<file path="src/rtl/sd_pkg.sv">
// Shared constants and helpers for the sigma-delta CIC receive path.
package sd_pkg;

   localparam int CIC_ORDER = 3;
   localparam int SD_LANES  = 3;

   // Worst-case |x| = 3 needs 3 bits; each CIC stage grows by log2(R).
   function automatic int cic_width(input int log2_decim);
      return 3 + CIC_ORDER * log2_decim;
   endfunction

   function automatic logic signed [3:0] lane_to_x(input logic [SD_LANES-1:0] lanes);
      logic [3:0] ones;
      ones = '0;
      for (int i = 0; i < SD_LANES; i++) ones = ones + 4'(lanes[i]);
      return signed'(4'(2 * ones) - 4'(SD_LANES));
   endfunction

endpackage

</file>
<file path="src/rtl/sd_cic_integrator.sv">
// One modular CIC integrator stage; acc_nxt exposes the value being registered.
module sd_cic_integrator #(
   parameter int W = 21
) (
   input  logic         clk,
   input  logic         rst,
   input  logic [W-1:0] din,
   output logic [W-1:0] acc,
   output logic [W-1:0] acc_nxt
);

   assign acc_nxt = acc + din;

   always_ff @(posedge clk) begin
      if (rst) acc <= '0;
      else     acc <= acc_nxt;
   end

endmodule

</file>
<file path="src/rtl/sd_cic_decimator.sv">
// 3-lane sigma-delta bitstream -> 3rd-order CIC decimator with valid/ready output.
module sd_cic_decimator
   import sd_pkg::*;
#(
   parameter int LOG2_DECIM = 6,
   parameter int BITWIDTH   = 32
) (
   input  logic                clk,
   input  logic                rst,
   input  logic [SD_LANES-1:0] sd_in,
   output logic [BITWIDTH-1:0] dout,
   output logic                out_valid,
   input  logic                out_ready,
   output logic                overrun
);

   localparam int CIC_W = cic_width(LOG2_DECIM);

   if (LOG2_DECIM < 1 || LOG2_DECIM > 9) begin : g_bad_decim
      $error("sd_cic_decimator: LOG2_DECIM must be in 1..9");
   end
   if (BITWIDTH < CIC_W) begin : g_bad_width
      $error("sd_cic_decimator: BITWIDTH must be at least 3 + 3*LOG2_DECIM");
   end

   logic signed [3:0]                  x4;
   logic [CIC_ORDER-1:0][CIC_W-1:0]    integ_in, integ, integ_nxt;

   assign x4 = lane_to_x(sd_in);

   // Each stage adds the previous stage's registered value (one cycle skew per stage).
   for (genvar g = 0; g < CIC_ORDER; g++) begin : g_integ
      if (g == 0) begin : g_head
         assign integ_in[g] = {{(CIC_W-4){x4[3]}}, x4};
      end else begin : g_chain
         assign integ_in[g] = integ[g-1];
      end
      sd_cic_integrator #(.W(CIC_W)) u_integ (
         .clk     (clk),
         .rst     (rst),
         .din     (integ_in[g]),
         .acc     (integ[g]),
         .acc_nxt (integ_nxt[g])
      );
   end

   logic [LOG2_DECIM-1:0] phase;
   logic [1:0]            warm;
   logic                  strobe;
   logic [CIC_W-1:0]      s, c1, c2, c3, d1, d2, d3;
   logic signed [CIC_W-1:0] c3_s;

   assign strobe = &phase;
   assign s      = integ_nxt[CIC_ORDER-1];
   assign c1     = s  - d1;
   assign c2     = c1 - d2;
   assign c3     = c2 - d3;
   assign c3_s   = signed'(c3);

   always_ff @(posedge clk) begin
      if (rst) begin
         phase     <= '0;
         warm      <= '0;
         d1        <= '0;
         d2        <= '0;
         d3        <= '0;
         dout      <= '0;
         out_valid <= 1'b0;
         overrun   <= 1'b0;
      end else begin
         phase <= phase + LOG2_DECIM'(1);
         if (out_valid && out_ready) out_valid <= 1'b0;
         if (strobe) begin
            d1 <= s;
            d2 <= c1;
            d3 <= c2;
            // The first three comb outputs are still filling the delay line.
            if (warm != 2'd3) begin
               warm <= warm + 2'd1;
            end else begin
               dout      <= BITWIDTH'(c3_s);
               out_valid <= 1'b1;
               if (out_valid && !out_ready) overrun <= 1'b1;
            end
         end
      end
   end

endmodule

</file>
<file path="config.mk">
export PLATFORM = sky130hd
export DESIGN_NAME = sd_cic_decimator
export DESIGN_NICKNAME = d
export VERILOG_FILES = /design/src/rtl/sd_pkg.sv /design/src/rtl/sd_cic_integrator.sv /design/src/rtl/sd_cic_decimator.sv
export SDC_FILE = /design/constraint.sdc
export NUM_CORES = 1
export LEC_CHECK = 0
export ABC_AREA = 1
export CAP_MARGIN = 10
export CORE_MARGIN = 2
export CORE_UTILIZATION = 45
export DETAILED_ROUTE_END_ITERATION = 6
export GPL_ROUTABILITY_DRIVEN = 0
export HOLD_SLACK_MARGIN = 0.1
export PLACE_DENSITY = 0.67
export SYNTH_ARGS = -nofsm -noshare
export SYNTH_HDL_FRONTEND = slang
export SYNTH_SLANG_ARGS = --single-unit
</file>
<file path="constraint.sdc">
create_clock -name clk -period 6.35 [get_ports clk]
set_clock_uncertainty 0.05 [all_clocks]
set_input_delay 0.9525 -clock clk [delete_from_list [all_inputs] [get_ports clk]]
set_output_delay 0.9525 -clock clk [all_outputs]
set_load 0.02 [all_outputs]
</file>
## Yosys cells after proc, flatten, opt, wreduce, memory -nomap -nowiden

Cells that the tools add are included.

| word-level totals | value |
|---|---|
| register bits | 157 |
| bits in latches | 0 |
| RAM bits | 0 |
| ROM bits | 0 |
| bits of input ports | 6 |
| memories | 0 |

| cells by class | value |
|---|---|
| add/sub/neg operators | 11 |
| $mul | 0 |
| div/mod/pow operators | 0 |
| order comparisons | 0 |
| equal/unequal tests | 1 |
| shift-type cells | 0 |
| multiplexer cells | 3 |
| bitwise gates (word level) | 1 |
| reductions and logical operators | 7 |

Operators with widths:

| cell | count |
|---|---|
| adder 21 bit | 3 |
| subtractor 21 bit | 3 |
| AND reduction 7 bit | 2 |
| AND reduction 8 bit | 1 |
| adder 6 x 1 -> 6 bit (second input constant) | 1 |
| AND reduction 6 bit | 1 |
| subtractor 4 x 2 -> 4 bit (second input constant) | 1 |
| adder 2 x 1 -> 3 bit | 1 |
| 2-to-1 mux 1 bit | 3 |
| adder 1 x 1 -> 2 bit | 1 |
| adder 2 x 1 -> 2 bit (second input constant) | 1 |
| logical AND 1 bit | 2 |
| inequality test 2 bit (second input constant) | 1 |
| logical NOT 1 bit | 1 |
| inverter 1 bit | 1 |

## Depth between registers and ports, before layout

| logic depth | value |
|---|---|
| depth in word-level cells | 4 |
| depth in mapped cells | 40 |
| depth with buffers taken out | 40 |

## Cells and area by module

Synthesis repeated with hierarchy kept, for this count alone.

| unflattened totals | value |
|---|---|
| cells, all modules | 1922 |
| area, all modules | 12507.0 µm² |

Modules (own cells, without submodules):

| module | instances | cells each | area each (µm²) | seq. area each (µm²) |
|---|---|---|---|---|
| sd_cic_decimator | 1 | 983 | 6815.3 | 1881.8 |
| sd_cic_integrator (g_integ[0].u_integ ...) | 2 | 313 | 1904.3 | 420.4 |
| sd_cic_integrator (g_integ[2].u_integ) | 1 | 313 | 1883.1 | 420.4 |

## Worst setup path after synthesis

No wires, ideal clock.

| path | value |
|---|---|
| kind | register to register |
| from | register g_integ[1].u_integ.acc[0] |
| to | register dout[20] (netlist name) |
| arrival time | 5.305 ns |
| required time | 6.233 ns |
| slack | 0.929 ns |
| stages on the path, launching flop included | 36 |
| cell sequence | dfxtp_1 > ha_1 > fa_1 > nand2_1 > inv_1 > nand2_1 > nand2_1 > nand2_1 > nand3_1 > xor2_1 > inv_1 > ha_1 > nand2_1 > o21ai_0 > a21oi_1 > o21bai_1 > a31oi_1 > o21ai_1 > xor2_1 > inv_1 > ha_1 > a21oi_1 > o21bai_1 > a221oi_1 > nand3_1 > xor2_1 > ha_1 > inv_1 > nor3_1 > and2_1 > nand4_1 > nand3_1 > xnor2_1 > nand3b_1 > nand2_1 > a21oi_2 |

| on the way | value |
|---|---|
| word-level cells in the longest chain between the ends | 4 |

Ends and longest elaborated chain:

| what | RTL line | RTL |
|---|---|---|
| from (decl) | sd_cic_integrator.sv:8 | `output logic [W-1:0] acc,` |
| from (signal assigned) | sd_cic_integrator.sv:16 | `else acc <= acc_nxt;` |
| adder 21 bit | sd_cic_integrator.sv:12 | `assign acc_nxt = acc + din;` |
| via g_integ[2].u_integ.acc_nxt[6] | sd_cic_integrator.sv:9 | `output logic [W-1:0] acc_nxt` |
| subtractor 21 bit | sd_cic_decimator.sv:55 | `assign c1 = s - d1;` |
| via c1[16] | sd_cic_decimator.sv:50 | `logic [CIC_W-1:0] s, c1, c2, c3, d1, d2, d3;` |
| subtractor 21 bit | sd_cic_decimator.sv:56 | `assign c2 = c1 - d2;` |
| via c2[19] | sd_cic_decimator.sv:50 |  |
| subtractor 21 bit | sd_cic_decimator.sv:57 | `assign c3 = c2 - d3;` |

The timed path passes the listed nets, and every way through them passes these cells.
A chain may end at the register's enable or synchronous reset.

## Worst setup path in the final report

| path | value |
|---|---|
| from | register g_integ[1].u_integ.acc[0] |
| to | register dout[20] (netlist name) |

| on the way | value |
|---|---|
| word-level cells in the longest chain between the ends | 4 |

Ends and longest elaborated chain:

| what | RTL line |
|---|---|
| adder 21 bit | sd_cic_integrator.sv:12 |
| via g_integ[2].u_integ.acc_nxt[6] | sd_cic_integrator.sv:9 |
| subtractor 21 bit | sd_cic_decimator.sv:55 |
| via c1[14] | sd_cic_decimator.sv:50 |
| subtractor 21 bit | sd_cic_decimator.sv:56 |
| via c2[17] | sd_cic_decimator.sv:50 |
| subtractor 21 bit | sd_cic_decimator.sv:57 |

The timed path passes the listed nets, and every way through them passes these cells.

==> results.ini <==
[status]
status = complete, no violations

[worst_setup_path]
worstPathRequired_ps = 6660
crit_slowest_cell = fa_2
setup.worst_path.end = dout[20]
critical_path_class = reg2reg
cp-start-kind = register
path_buf_inv = 3
crit_arrival_ps = 6260
r2r_cells = 35
startpoint = g_integ[1].u_integ.acc[0]
cp.depth = 35
critPathMaxStageDelay_ps = 350
reg2reg_from = g_integ[1].u_integ.acc[0]
reg2reg_to = dout[20]
end_kind = register
reg2reg_slack_ps = 400
critPathMaxFanout = 5
path_delay_family = simple AND/OR/NAND/NOR gates
crit_path_frequent_cell = nand2_1

[synthesis]
synth_top_cell_by_area = dfxtp_1
syn_nets = 1701
ys.flop_type = dfxtp_1
synth.avg_cell_area_um2 = 7.01
yosysWarnings = 0
synth_seq_cells = 157
ys_async_sr_fraction_pct = 0
ys_seq_area_share_pct = 28.6
synthTopCellsByArea = dfxtp_1 29%, ha_1 14%, a21oi_1 10%
synth_top_area_share_pct = 28.6
yosysMostFrequentCell = inv_1
synthesis.area_um2 = 11000
ys_types = 44
ys_top_cells_by_count = 267 x inv_1, 220 x a21oi_1, 207 x nand2_1
syn_inst = 1567
synth_edf_count = 0

[cts]
htreeDepth = 4
cts_root_buf = clkbuf_16
cts_buffers = 17
cts_tree = yes
clk_path_buf_depth = 2
clk_pin_slew_worst_paths_ps = 70
cts_sinks = 157
clock_latency_ps = 440

[timing]
tightest_slew_ps = 1060
finalCritPeriodShare_pct = 93.6
slew_viol_final = 0
fmax_mhz = 168
slew-limit-headroom_pct = 29.6
hold_violations = 0
fin_crit_ps = 5950
finalSetupViolations = 0

[job]
max_cap_violations = 0

[route]
totalWireLength_um = 26300
drtIter0Drc = 462
drc_errors = 0
wire_per_inst_um = 13.6
ant_nets = 0
drtPass1Iterations = 4
viasPerCell = 5.16
vias = 9948

[global_route]
grt_max_degree = 106
grt_pass1_wl_um = 44100
antenna_found_initial = 0
grt_pass1_vias = 9635
track_usage_pct = 20.8
gr-total-overflow = 0

[die]
die_area_um2 = 25700
ios = 40
die_w_um = 160
row_count = 57
initial_core_util_pct = 45.5
die_y_um = 160
fp.coreArea_um2 = 24100

[cells_and_area]
nNetsFinal = 1724
fillers = 2375
final_cell_area_um2 = 12500
syn2layout_area_growth_pct = 13.8
antenna_cells = 0
drive_above_1_share_pct = 7.11
fin_util_pct = 51.8

[placed_design]
port_buffers = 39
hpwl_um = 19700
post_dp_cell_area_um2 = 11600

[hold_path]
min-delay-start = overrun
min_path_type = reg2reg

worst register-to-register path, delay by kind of cell (launching register included):
family / cells / cell delay (ps)
AO/OA/AOI/OAI: 6 / 910
XOR/XNOR: 4 / 820
adder cells (fa/ha/maj): 5 / 1520
buffers and inverters: 3 / 250
flip-flops: 1 / 320
AND/OR/NAND/NOR: 17 / 1990
state kept, by name (all words and copies together), names as in the netlist:
register and count:
d3 21, out_valid 1, phase 6, d1 21, d2 21, warm 2, dout 21, g_integ.u_integ.acc 63
overrun 1
placed cells by master, fill, tap and decap left out, types with 3 or more instances in the layout:
cell | netlist | layout
inv_8 | 0 | 5
buf_4 | 11 | 10
a31oi_1 | 8 | 6
nor2_1 | 123 | 118
a21oi_1 | 220 | 212
nand3b_1 | 3 | 3
a21oi_2 | 2 | 8
nand2_2 | 4 | 10
inv_1 | 267 | 265
clkbuf_16 | 0 | 17
nand3_2 | 3 | 4
o21ai_0 | 160 | 155
ha_1 | 121 | 115
nor3_1 | 15 | 14
fa_1 | 7 | 6
clkdlybuf4s50_1 | 0 | 38
nand3_1 | 57 | 56
o21a_1 | 4 | 4
nand4_1 | 11 | 11
ha_4 | 0 | 5
o21ai_2 | 5 | 10
xor2_1 | 46 | 42
xnor2_1 | 23 | 22
nor2_2 | 2 | 7
a21boi_2 | 3 | 3
nand2_1 | 207 | 200
o211ai_1 | 12 | 12
o21ai_1 | 15 | 15
xor2_2 | 0 | 4
a21o_1 | 8 | 8
dfxtp_1 | 157 | 157
o21bai_1 | 6 | 5
a21boi_1 | 4 | 4
o31ai_1 | 6 | 6
cell type report:
class | count | area, µm² | area share [%]
repair buffers | 49 | 460 | 3.69
well taps | 324 | 405 | 3.24
clock inverters | 13 | 153 | 1.22
inverters | 267 | 1000 | 8.02
flip-flops and latches | 157 | 3140 | 25.2
multi-input cells | 1098 | 6890 | 55.1
clock buffers | 19 | 443 | 3.55
what timing repair did:
action	4_1_cts	5_1_grt
hold buffers	0	0
buffers inserted	0	5
endpoints found under the setup margin	0	6
gates resized for setup	0	57
endpoints found under the hold margin	0	0
per-stage QoR:
stage | hold WS, ps | TNS [ps] | setup slack [ps] | instances
floorplan | 368 | 0 | 929 | 1567
global placement | 382 | 0 | 272 | 1890
detailed placement | 386 | 0 | 152 | 1890
CTS | 404 | 0 | 60.8 | 1922
global route | 434 | -96.4 | -67.6 | 1927
finish | 403 | 0 | 404 | 1927
logic make-up after synthesis:
| group | after synthesis | synth area share [%] |
|---|---|---|
| compound gates | 460 | 22.6 |
| xor+xnor | 69 | 5.50 |
| buf+inv | 312 | 11.2 |
| simple gates | 441 | 17.0 |
| flops | 157 | 28.6 |
| fa+ha+maj | 128 | 15.1 |
per-layer routing:
layer	up-vias	share of wire (%)	track usage, %
li1	5253	-	-
met4	0	2.8	7.86
met5	-	0	0
met2	153	51	39.2
met3	50	2.6	3.06
met1	4492	44	23.6
how the worst min path moves through the flow:
| stage | endpoint | slack [ps] | depth (start not counted) |
|---|---|---|---|
| after global routing | phase[0] | 430 | 1 |
| after CTS | phase[0] | 400 | 1 |
| after global placement | phase[0] | 380 | 1 |
| after detailed placement | phase[0] | 390 | 1 |
| after floorplan | phase[0] | 370 | 1 |
| final | overrun | 400 | 2 |
Power is not shown: default switching activity piles up to over one toggle a cycle in this logic, so the estimate is an artifact.
